===== src/rtl/stream_dmux_n.sv =====
// stream_dmux_n: 1-to-N registered valid/ready stream demultiplexer.
// Steers in_data to channel in_sel through a one-entry register per channel.
//
// Ports:
//   clk, reset            rising-edge clock, async active-high reset
//   in_data/in_sel        input word and destination channel index
//   in_valid/in_ready     input handshake (in_ready is combinational)
//   out_data              packed channel words, ch k = [k*WIDTH +: WIDTH]
//   out_valid/out_ready   per-channel output handshakes
//   bad_sel               sticky flag: a word with in_sel >= CHANNELS was taken
//   out_count             per-channel delivered-beat counters
//
// Optional feature macro: DMUX_COUNT_EN adds out_count and the counters.
module stream_dmux_n #(
    parameter int WIDTH    = 16,
    parameter int CHANNELS = 4,
    parameter int CNT_W    = 16,
    localparam int SEL_W   = $clog2(CHANNELS)
) (
    input  logic                      clk,
    input  logic                      reset,
    input  logic [WIDTH-1:0]          in_data,
    input  logic [SEL_W-1:0]          in_sel,
    input  logic                      in_valid,
    output logic                      in_ready,
    output logic [CHANNELS*WIDTH-1:0] out_data,
    output logic [CHANNELS-1:0]       out_valid,
    input  logic [CHANNELS-1:0]       out_ready,
    output logic                      bad_sel
`ifdef DMUX_COUNT_EN
    ,
    output logic [CHANNELS*CNT_W-1:0] out_count
`endif
);

    localparam int NSEL = 1 << SEL_W;

    logic [WIDTH-1:0]    data_q [CHANNELS];
    logic [CHANNELS-1:0] valid_q;
    logic                bad_q;

    // Per-code ready / out-of-range tables, indexed by in_sel.
    // Codes past CHANNELS are always ready so bad words drain.
    logic [NSEL-1:0]     rdy_v;
    logic [NSEL-1:0]     bad_v;
    logic [CHANNELS-1:0] acc_v;
    logic [CHANNELS-1:0] dlv_v;
    logic                take;

    for (genvar i = 0; i < NSEL; i++) begin : g_sel
        if (i < CHANNELS) begin : g_ok
            assign rdy_v[i] = !valid_q[i] || out_ready[i];
            assign bad_v[i] = 1'b0;
        end else begin : g_bad
            assign rdy_v[i] = 1'b1;
            assign bad_v[i] = 1'b1;
        end
    end

    assign in_ready = rdy_v[in_sel];
    assign take     = in_valid && in_ready;

    for (genvar k = 0; k < CHANNELS; k++) begin : g_ch
        assign acc_v[k] = take && (in_sel == SEL_W'(k));
        assign dlv_v[k] = valid_q[k] && out_ready[k];
        assign out_data[k*WIDTH +: WIDTH] = data_q[k];
    end

    assign out_valid = valid_q;
    assign bad_sel   = bad_q;

    always_ff @(posedge clk or posedge reset) begin
        if (reset) begin
            valid_q <= '0;
            bad_q   <= 1'b0;
            for (int k = 0; k < CHANNELS; k++) begin
                data_q[k] <= '0;
            end
        end else begin
            if (take && bad_v[in_sel]) begin
                bad_q <= 1'b1;
            end
            for (int k = 0; k < CHANNELS; k++) begin
                // A new word wins over delivery: no bubble on refill.
                if (acc_v[k]) begin
                    data_q[k]  <= in_data;
                    valid_q[k] <= 1'b1;
                end else if (dlv_v[k]) begin
                    valid_q[k] <= 1'b0;
                end
            end
        end
    end

`ifdef DMUX_COUNT_EN
    logic [CNT_W-1:0] cnt_q [CHANNELS];

    always_ff @(posedge clk or posedge reset) begin
        if (reset) begin
            for (int k = 0; k < CHANNELS; k++) begin
                cnt_q[k] <= '0;
            end
        end else begin
            for (int k = 0; k < CHANNELS; k++) begin
                if (dlv_v[k]) begin
                    cnt_q[k] <= cnt_q[k] + 1'b1;
                end
            end
        end
    end

    for (genvar k = 0; k < CHANNELS; k++) begin : g_cnt
        assign out_count[k*CNT_W +: CNT_W] = cnt_q[k];
    end
`endif

endmodule


===== config.mk =====
export PLATFORM = sky130hd
export DESIGN_NAME = stream_dmux_n
export DESIGN_NICKNAME = d
export VERILOG_FILES = /design/src/rtl/stream_dmux_n.sv
export SDC_FILE = /design/constraint.sdc
export NUM_CORES = 1
export LEC_CHECK = 0
export ABC_AREA = 1
export BUFFER_PORTS_ARGS = -buffer_cell sky130_fd_sc_hd__buf_2
export CORE_MARGIN = 2
export CORE_UTILIZATION = 45
export DETAILED_ROUTE_END_ITERATION = 12
export PLACE_DENSITY = 0.8
export SLEW_MARGIN = 20
export SYNTH_ARGS = -nofsm -noshare
export SYNTH_HDL_FRONTEND = slang
export SYNTH_SLANG_ARGS = --single-unit

===== constraint.sdc =====
create_clock -name clk -period 2.2 [get_ports clk]
set_input_delay 0.44 -clock clk [delete_from_list [all_inputs] [get_ports clk]]
set_output_delay 0.44 -clock clk [all_outputs]
set_load 0.01 [all_outputs]

# Word level (Yosys, flattened, before mapping)
# Index checks and enable logic that the tools add are counted.
[classes]
eq_ne = 3
n_mux = 12
n_reduce_logical = 23
magnitude_cmp = 1
[ops]
columns = ["operator", "count"]
rows = [
  ["1-bit logical AND", 10],
  ["1-bit 2-to-1 mux", 10],
  ["2-bit nonzero test", 4],
  ["1-bit binary-select mux with 2-bit select", 2],
  ["2-bit equality test (second input constant)", 2],
  ["1-bit logical NOT", 4],
  ["1-bit logical OR", 4],
  ["2-bit by 3-bit < comparator with 1-bit output (second input constant)", 1],
  ["2-bit by 1-bit equality test with 1-bit output (second input constant)", 1],
  ["2-bit logical NOT", 1],
]
[totals]
wordCells = 48
output_inout_bits = 70
regBits = 69

# Longest topological paths before layout
[depth]
depth_word = 7
depth_mapped = 9
ltp_nobuf = 8

# Least setup slack after synthesis
# No wires, ideal clock.
[synth_path]
path_type = "in2out"
from = "input in_sel[0]"
to = "output in_ready"
path_slack_ps = 649
arrival_time_ps = 1111
stages = 6
cell_sequence = "inv_1 > nor2_4 > nand2_1 > nand2_1 > nor2_4 > buf_2"
[synth_between]
elab_chain_cells = 2
[synth_lines]
columns = ["element", "line_no", "text"]
rows = [
  ["from (decl)", "23", "input logic [SEL_W-1:0] in_sel,"],
  ["1-bit binary-select mux with 2-bit select", "60", "assign in_ready = rdy_v[in_sel];"],
  ["1-bit 2-to-1 mux (not written as such)", "60", ""],
  ["to (decl)", "25", "output logic in_ready,"],
]
# Every way passes these cells. The select of a mux whose other input is x is not followed.

# Final worst setup path
[layout_path]
from = "register valid_q[0], in the netlist out_valid[0]"
to = "output in_ready"
[layout_between]
elab_chain_cells = 4
[layout_lines]
columns = ["element", "line_no", "text"]
rows = [
  ["from (decl)", "39", "logic [CHANNELS-1:0] valid_q;"],
  ["from (signal assigned)", "74", "valid_q <= '0;"],
  ["from (signal, indexed assignment)", "87", "valid_q[k] <= 1'b1;"],
  ["from (signal, indexed assignment)", "89", "valid_q[k] <= 1'b0;"],
  ["1-bit logical NOT", "52", "assign rdy_v[i] = !valid_q[i] || out_ready[i];"],
  ["1-bit logical OR", "52", ""],
  ["1-bit binary-select mux with 2-bit select", "60", ""],
  ["1-bit 2-to-1 mux (not written as such)", "60", ""],
]
# Every way passes these cells. The select of a mux whose other input is x is not followed.

==> results.json <==
{
  "post_cts_buffers": 0,
  "synth_top_area_share_pct": 58.39,
  "multi_input_area_mm2": 0.001026,
  "synth.area.top_cells": "dfrtp_1 58%, nand2_1 17%, nand4_1 14%",
  "clock_path_buffers": 2,
  "synthArstFlopShare_pct": 100.0,
  "ir_drop_uv": 506.0,
  "wirelength_mm": 7.569,
  "start_util_pct": 46.16,
  "crit_arrival_ns": 1.38,
  "fp-row-count": 29,
  "crit_family": "simple AND/OR/NAND/NOR gates",
  "post_cts_resized": 0,
  "outcome": "finished clean",
  "drtPass1Iterations": 4,
  "hp-class": "in -> async",
  "syn_avg_cell_area_um2": 9.222,
  "hold_buffers": 0,
  "netlist_top_cells_count": "135 x nand2_1, 68 x dfrtp_1, 64 x nand4_1, 8 x clkbuf_1, 7 x inv_1",
  "yosysTopAreaCell": "dfrtp_1",
  "final_cells": 487,
  "drc": 0,
  "fin_ws_ns": 0.3823,
  "swShare_pct": 31.38,
  "htreeDepth": 3,
  "gp_congestion": 0.8003,
  "seq_area_mm2": 0.001702,
  "dieArea_mm2": 0.007135,
  "wire_per_inst_um": 15.54,
  "viasPerCell": 5.296,
  "final_core_util_pct": 56.76,
  "tritoncts": "done",
  "grt_pass1_vias": 2422,
  "dpl_worst_slack_ns": 0.4135,
  "leakage_uw": 0.002019,
  "diodes": 0,
  "drv_cap": 0,
  "r2r_start": "out_valid[0]",
  "antenna_found_initial": 0,
  "synth_nets": 341,
  "p_clk_share_pct": 29.2,
  "power_uw": 3343,
  "die_h_um": 84.47,
  "final.setup.tns_ns": 0,
  "synth-edff-count": 0,
  "critical_path.max_fanout": 7,
  "vias": 2579,
  "fmax_mhz": 550.2,
  "cp.required_ns": 1.76,
  "combPwrFrac_pct": 22.7,
  "ys_seq_area_share_pct": 58.39,
  "r2r_end": "out_data[2]",
  "drive_gt1_share_pct": 30.73,
  "endpoint_kind": "output port",
  "crit_buf_inv": 2,
  "cts_num_sinks": 68,
  "r2r_slack_ns": 0.65,
  "synthesis.area_mm2": 0.002914,
  "grt_pass1_wl_mm": 12.31,
  "cp_slowest_cell": "dfrtp_1",
  "post-route-min-period_ns": 1.818,
  "cpMostUsedCell": "nand2_1",
  "setup_viol": 0,
  "grt_overflow_total": 0,
  "dpl.cell_count": 471,
  "grtUsageTotal_pct": 22.04,
  "synth_most_common_cell": "nand2_1",
  "rsz0062_at_grt": "no",
  "clk_pin_slew_ns": 0.07,
  "yosysWarnings": 0,
  "root_buffer": "clkbuf_8",
  "clk_latency_ns": 0.34,
  "fin_nets": 430,
  "worstPathCellList": "inv_1 -> nor2_1 -> nand2_1 -> nand2_1 -> nor2_4 -> buf_2",
  "critPathLaunchType": "register",
  "seqPwrFrac_pct": 48.1,
  "cts_buffers": 9,
  "synthDistinctLibCells": 16,
  "p_int_uw": 2294,
  "synth_seq_cells": 68,
  "p_sw_uw": 1049,
  "path_class": "reg -> out",
  "drt_iter0_drc": 192,
  "fp.dieW_um": 84.47,
  "finClkSkew_ns": 0.007612,
  "syn2layout_area_growth_pct": 22.97,
  "power_density_mw_per_mm2": 932.9,
  "slew_viol_final": 0,
  "grt_max_degree": 69,
  "postRouteAntennaNets": 0,
  "worst-r2r-cell-count": 8,
  "dp_hpwl_mm": 5.174,
  "netlist_instances": 316,
  "cpPeakStageDelay_ns": 0.38,
  "final-hold-violation-count": 0,
  "portBuffers": 93,
  "core_area_mm2": 0.006314,
  "io_pins": 95,
  "n_fill_cell": 586,
  "finalCritPeriodShare_pct": 82.62,
  "synth_ff_type": "dfrtp_1"
}
-- worst max-delay path by stage --
| stage | start | endpoint | cells after the start | slack, ns |
|---|---|---|---|---|
| 2_1_floorplan | reset | out_data[0] | 1 | 0.05 |
| 3_3_place_gp | in_sel[0] | out_data[52] | 9 | 0.49 |
| 3_5_place_dp | in_sel[0] | out_data[12] | 9 | 0.41 |
| 4_1_cts | out_valid[0] | in_ready | 6 | 0.36 |
| 5_1_grt | out_valid[1] | in_ready | 6 | 0.28 |
| 6_report | out_valid[0] | in_ready | 6 | 0.38 |
-- state kept, by name (all words and copies together) (netlist names) --
register   flops
out_data      64
out_valid      4
-- per-layer routing --
layer	vias up	routed length (um)	track usage (%)
li1	1239	-	-
met1	1230	3370	30.89
met2	99	3582	33.84
met3	11	542	6.391
met4	0	74	6.205
met5	-	0	0
-- per-stage QoR --
stage	area, um^2	hold WS (ns)
6_report	3583	0.1571
5_1_grt	3583	0.1857
4_1_cts	3583	0.1742
3_5_place_dp	3400	0.4532
3_3_place_gp	3400	0.4502
2_1_floorplan	2914	0.5071
-- worst register-to-register path, cell delays in order (launching register included) --
cell and delay, ns:
dfrtp_1 0.38, inv_1 0.07, nor2_1 0.06, nand2_1 0.05, nand2_1 0.08, nor2_4 0.21
nand3_2 0.36, nand2_1 0.17, nand2_1 0.06
-- cell type report --
class / instances / area share, %
clock buffer: 11 / 3.666
clock inverter: 5 / 1.466
inverter: 8 / 0.8380
multi-input combinational: 216 / 28.63
sequential: 68 / 47.49
tap: 77 / 2.689
timing repair buffer: 102 / 15.22
-- logic make-up after synthesis --
| family | synth area share, % |
|---|---|
| simple gates | 34.39 |
| other cells | 0.1287 |
| flops | 58.39 |
| buf+inv | 6.398 |
| compound gates | 0.6870 |
-- power groups by stage --
stage	Clock, uW	Sequential [uW]	Combinational [uW]
after floorplan	0	1740	300
after CTS	990	1610	770
after detailed placement	0	1630	772
after global placement	0	1630	750
final	977	1610	758
after global routing	1050	1640	847
-- cells in the final DEF, fill, tap and decap left out, drive strengths merged --
| cell | instances |
|---|---|
| nand4 | 64 |
| clkinv | 3 |
| bufinv | 1 |
| dfrtp | 68 |
| buf | 102 |
| o21ai | 4 |
| clkbuf | 11 |
| nand3 | 4 |
| conb | 1 |
| nand2 | 135 |
| clkinvlp | 1 |
| nor2 | 8 |
| inv | 8 |
Note: power is estimated with default switching activity, not from simulation.
